[config.mk]
export PLATFORM = sky130hd
export DESIGN_NAME = z80_snd_responder
export DESIGN_NICKNAME = d
export VERILOG_FILES = /design/src/rtl/z80_snd_responder.sv
export SDC_FILE = /design/constraint.sdc
export NUM_CORES = 1
export LEC_CHECK = 0
export BUFFER_PORTS_ARGS = -buffer_cell sky130_fd_sc_hd__buf_2
export CAP_MARGIN = 10
export CORE_AREA = 2 2 69 71
export DETAILED_ROUTE_END_ITERATION = 8
export DIE_AREA = 0 0 71 73
export HOLD_SLACK_MARGIN = 0.05
export PLACE_DENSITY = 0.79
export SYNTH_ARGS = -nofsm -noshare
export SYNTH_HDL_FRONTEND = slang
export SYNTH_SLANG_ARGS = --single-unit
[constraint.sdc]
create_clock -name clk -period 2.19 [get_ports clk]
set_clock_uncertainty 0.1 [all_clocks]
set_input_delay 0.1095 -clock clk [delete_from_list [all_inputs] [get_ports clk]]
set_output_delay 0.1095 -clock clk [all_outputs]
set_load 0.005 [all_outputs]
[src/rtl/z80_snd_responder.sv]
// z80_snd_responder: sound-CPU bus target with the host command latch,
// status port, wait-stated reads and the periodic INT tick.
module z80_snd_responder #(
  parameter logic [15:0] LATCH_ADR = 16'hE000,
  parameter bit          USE_IO    = 1'b0,
  parameter int          WAIT_CYC  = 2,
  parameter logic [15:0] TICK_DIV  = 16'd4096
) (
  input  logic        clk,
  input  logic        reset_n,
  input  logic        clk_en,
  input  logic        cmd_wr,
  input  logic [7:0]  cmd_data,
  output logic        cmd_full,
  input  logic [15:0] adr,
  input  logic        mx,
  input  logic        ix,
  input  logic        rd,
  input  logic        intack,
  input  logic        nmiack,
  input  logic        frame_sync,
  output logic [7:0]  data_out,
  output logic        data_oe,
  output logic        wait_n,
  output logic        intreq,
  output logic        nmireq
);

  localparam logic [1:0] S_IDLE = 2'd0;
  localparam logic [1:0] S_WAIT = 2'd1;
  localparam logic [1:0] S_HOLD = 2'd2;

  localparam logic [15:0] STA_ADR = LATCH_ADR + 16'd1;
  localparam logic [15:0] TOP     = TICK_DIV - 16'd1;
  localparam logic [3:0]  WLD     =
    (WAIT_CYC > 0) ? 4'(WAIT_CYC - 1) : 4'd0;

  logic [1:0]  state;
  logic [3:0]  wcnt;
  logic        rd_sta;
  logic [7:0]  cmd_q;
  logic        overrun;
  logic        nmiack_q;
  logic        intack_q;
  logic [15:0] tick_cnt;

  logic        hit_lat;
  logic        hit_sta;
  logic        sel;
  logic [7:0]  status;
  logic        lat_commit;
  logic        sta_commit;
  logic        nmi_edge;
  logic        int_edge;
  logic        tick;

  // Address decode: IO space compares the low byte only.
  always_comb begin
    hit_lat = 1'b0;
    hit_sta = 1'b0;
    if (USE_IO) begin
      hit_lat = adr[7:0] == LATCH_ADR[7:0];
      hit_sta = adr[7:0] == STA_ADR[7:0];
    end else begin
      hit_lat = adr == LATCH_ADR;
      hit_sta = adr == STA_ADR;
    end
  end

  assign sel = (USE_IO ? ix : mx) & rd
             & (hit_lat | hit_sta);

  assign status = {cmd_full, overrun, intreq, nmireq, 4'h0};

  assign lat_commit = clk_en & (state == S_HOLD)
                    & ~sel & ~rd_sta;
  assign sta_commit = clk_en & (state == S_HOLD)
                    & ~sel & rd_sta;

  assign nmi_edge = clk_en & nmiack & ~nmiack_q;
  assign int_edge = intack & ~intack_q;
  assign tick     = ~frame_sync & (tick_cnt == TOP);

  // Command latch, overrun flag and NMI request; host writes win.
  always_ff @(posedge clk or negedge reset_n) begin
    if (!reset_n) begin
      cmd_q    <= 8'h00;
      cmd_full <= 1'b0;
      overrun  <= 1'b0;
      nmireq   <= 1'b0;
      nmiack_q <= 1'b0;
    end else begin
      if (clk_en) nmiack_q <= nmiack;
      if (cmd_wr) begin
        cmd_q    <= cmd_data;
        cmd_full <= 1'b1;
        nmireq   <= 1'b1;
      end else begin
        if (lat_commit) cmd_full <= 1'b0;
        if (nmi_edge)   nmireq   <= 1'b0;
      end
      if (cmd_wr & cmd_full & ~lat_commit)
        overrun <= 1'b1;
      else if (sta_commit)
        overrun <= 1'b0;
    end
  end

  // Read access FSM: snapshot, wait states, hold until rd drops.
  always_ff @(posedge clk or negedge reset_n) begin
    if (!reset_n) begin
      state    <= S_IDLE;
      wcnt     <= 4'd0;
      rd_sta   <= 1'b0;
      data_out <= 8'h00;
      data_oe  <= 1'b0;
      wait_n   <= 1'b1;
    end else if (clk_en) begin
      unique case (state)
        S_IDLE: begin
          if (sel) begin
            data_out <= hit_sta ? status : cmd_q;
            data_oe  <= 1'b1;
            rd_sta   <= hit_sta;
            wcnt     <= WLD;
            if (WAIT_CYC == 0) begin
              state <= S_HOLD;
            end else begin
              state  <= S_WAIT;
              wait_n <= 1'b0;
            end
          end
        end
        S_WAIT: begin
          if (!sel) begin
            state   <= S_IDLE;
            wait_n  <= 1'b1;
            data_oe <= 1'b0;
          end else if (wcnt == 4'd0) begin
            state  <= S_HOLD;
            wait_n <= 1'b1;
          end else begin
            wcnt <= wcnt - 4'd1;
          end
        end
        S_HOLD: begin
          if (!sel) begin
            state   <= S_IDLE;
            data_oe <= 1'b0;
          end
        end
        default: begin
          state   <= S_IDLE;
          wait_n  <= 1'b1;
          data_oe <= 1'b0;
        end
      endcase
    end
  end

  // Periodic tick counter and INT request; a new tick beats an ack.
  always_ff @(posedge clk or negedge reset_n) begin
    if (!reset_n) begin
      tick_cnt <= 16'd0;
      intreq   <= 1'b0;
      intack_q <= 1'b0;
    end else if (clk_en) begin
      intack_q <= intack;
      if (frame_sync || tick_cnt == TOP)
        tick_cnt <= 16'd0;
      else
        tick_cnt <= tick_cnt + 16'd1;
      if (tick)
        intreq <= 1'b1;
      else if (int_edge)
        intreq <= 1'b0;
    end
  end

endmodule
==> metrics <==
commonest cells in the netlist=46 x dfrtp_1, 22 x nor2_1, 20 x nand2_1; number of synthesized flops with an enable pin=0; pins over their slew limit=0; wire per inst=approximately 13 um; Worst Path Required=about 2.3 ns; final setup fails=0; CTS tree=yes; die height=73 um; Synth top area share=0.496; Post-synth ARST share=1.00; DRC errors left=0; critical path endpoint category=flip-flop; FF-to-FF path depth=7; fin nets=between 300 and 400; sequential area share after synthesis=0.507; violation count after the first detailed-route iteration=108; Avg Inst Size Synth=10.5 um2; vias in the first global route=about 1700; met2 usage=0.306; Max transition margin=0.612; compound-cell area share of the yosys netlist=0.112; number of placement rows=25; gr busiest metal=met2; synthesized area=approximately 2300 um2; worst path arrival time=2.05 ns; hold depth=2; biggest area consumer among synthesized cells=dfrtp_1; # Max-Cap Violations=0; number of port buffers=45; CTS sink cnt=47; die area=between 5000 and 6000 um2; number of synthesized register bits=47; Unique masters post-synth=48; period utilization=0.893; Top Ports=47; Syn Nets=between 200 and 300; layout cells sized above 1=0.268; maximum vdd drop=441 uV; largest net degree at the start of global routing=48; worst hold path type=input port to flip-flop; total CTS buffers=5; Tot Pwr=1.92 mW; Setup Fix Bufs, Post-CTS=0; crit path time final=around 2.0 ns; P_leak=approximately 1.3 nW; initial antenna violation count=0; post-route ant nets=0; Diodes inserted=0; CTS Buffer Depth=2; H-tree level count=2; Clk Tree Root Cell=clkbuf_8; cell with the most instances after synthesis=dfrtp_1; max frequency=511 MHz; met3 Usage GRT=0.0414; CTS clk-pin slew, worst paths=approximately 0.1 ns; RSZ-0062 raised after global routing=false; Final HPWL DP=approximately 3.1 mm; M1 GR Usage=0.251; router iterations before antenna repair=4; status=finished, final reports clean; Area Overhead vs Synth=23.0%; routability congestion estimate=0.762; first-pass GRT wire length=7.65 mm; drt total wl=about 4.4 mm; adder-cell share of the synthesized area=0.0270; pwr dens=slightly below 700 nW/um2; Horiz. Die Dim=approximately 71 um; top cells by area, synth=dfrtp_1 50%, mux2_2 4.4%, nor2_1 3.6%, nand2_1 3.2%, o21ai_0 3.2%; crit path max fanout=7; via count=about 1800; largest family of logic cells by synthesized area=simple AND/OR/NAND/NOR gates; Syn. warnings=0; Worst-Skew Late Latency=0.30 ns; gr ovfl total=0; ys flop type=dfrtp_1; core box area=between 4000 and 5000 um2; Post-Synth Simple-Gate Area=0.215; Post-Syn Instances=~220; CP startpoint kind=flip-flop; Worst Tran Pin Value=slightly below 0.6 ns; CP Class=flip-flop to flip-flop; effective utilization at floorplan=0.512; post-route setup TNS=0 ns; Post-Synth XOR/XNOR Area=0.0453; Hold Vio Cnt, Final=0; Total GRT Usage=0.188; post-synthesis mux area share=0.0609; routed vias/inst=around 5.4
## final timing paths
kind                            startpoint      endpoint  slack (ns)
worst max-delay path               wcnt[0]       wcnt[3]        0.23
worst min-delay path                clk_en      intack_q        0.07
worst max register to register     wcnt[0]       wcnt[3]        0.23
worst min register to register    cmd_q[1]   data_out[1]        0.39
max in group asynchronous          reset_n  tick_cnt[11]        1.26
min in group asynchronous          reset_n      cmd_q[1]        0.33
## cell families (layout without fill, tap and decap cells)
| logic type | Yosys count | after routing |
|---|---|---|
| AND/OR/NAND/NOR | 87 | 87 |
| flip-flops | 47 | 47 |
| AO/OA/AOI/OAI | 41 | 41 |
| buffers and inverters | 17 | 79 |
| multiplexers | 13 | 13 |
| XOR/XNOR | 12 | 12 |
| adder cells (fa/ha/maj) | 5 | 5 |
## where the power goes
part	switching [mW]	internal, mW
registers	0.0307	0.919
logic	0.168	0.155
clock network	0.303	0.346
total	0.502	1.42
## area by class of cell
cell class	instances	area [um2]
Multi-Input combinational cell	158	1070
Timing Repair Buffer	63	395
Tap cell	54	67.6
Clock buffer	5	68.8
Sequential cell	47	1180
Inverter	8	30.0
Clock inverter	3	47.5
Fill cell	350	1680
## layout by cell type (no fill, tap or decap), drive strengths merged, types with 2 or more instances in the layout
| master | synthesis | final |
|---|---|---|
| buf | 5 | 49 |
| dfrtp | 46 | 46 |
| nor2 | 22 | 22 |
| nand2 | 20 | 20 |
| o21ai | 15 | 15 |
| dlygate4sd3 | 0 | 14 |
| a21oi | 9 | 9 |
| mux2 | 9 | 9 |
| inv | 8 | 9 |
| nand3 | 8 | 8 |
| xor2 | 8 | 8 |
| nand4 | 7 | 7 |
| a22o | 5 | 5 |
| ha | 5 | 5 |
| clkbuf | 4 | 5 |
| or3 | 4 | 4 |
| xnor2 | 4 | 4 |
| mux2i | 4 | 4 |
| nor3 | 3 | 3 |
| nand2b | 3 | 3 |
| nor4 | 3 | 3 |
| nor3b | 3 | 3 |
| and4 | 2 | 2 |
| and3 | 2 | 2 |
| nand3b | 2 | 2 |
| o2bb2ai | 2 | 2 |
| nor2b | 2 | 2 |
| a31oi | 2 | 2 |
| and2 | 2 | 2 |
| nor4b | 2 | 2 |
## worst max-delay path, cell delays in order (launching register included)
cell and delay, ns:
dfrtp_1 0.39, inv_1 0.05, ha_1 0.21, nor3b_1 0.17
a21oi_1 0.24, nand4_4 0.17, and2_0 0.20, a311o_1 0.31
## sequential cells by signal, summed over array words and instances, names as in the netlist, 2 cells and up
signal and count:
data_out 8, cmd_q 8, wcnt 4, state 2, tick_cnt 16
## stage by stage
stage	hold slack, ns	cells	instance area (um2)	util	worst slack (ns)
finish	0.0701	338	2850	0.629	0.234
global route	0.0643	338	2850	0.629	0.136
CTS	0.0525	338	2850	0.629	0.196
detailed placement	0.136	316	2600	0.572	0.224
global placement	0.131	316	2600	0.572	0.281
floorplan	-0.286	222	2320	-	0.225
## routing by layer
| layer | wire (um) | vias up |
|---|---|---|
| met5 | 0 | - |
| met4 | 23 | 0 |
| met3 | 146 | 2 |
| met2 | 2170 | 35 |
| met1 | 2100 | 878 |
| li1 | - | 909 |
## what timing repair did
item | in CTS | in global routing
hold buffers | 14 | 0
hold endpoints to repair | 61 | 0
gates resized for setup | 0 | 1
setup endpoints to repair | 0 | 1
(Power assumes the default switching activity.)
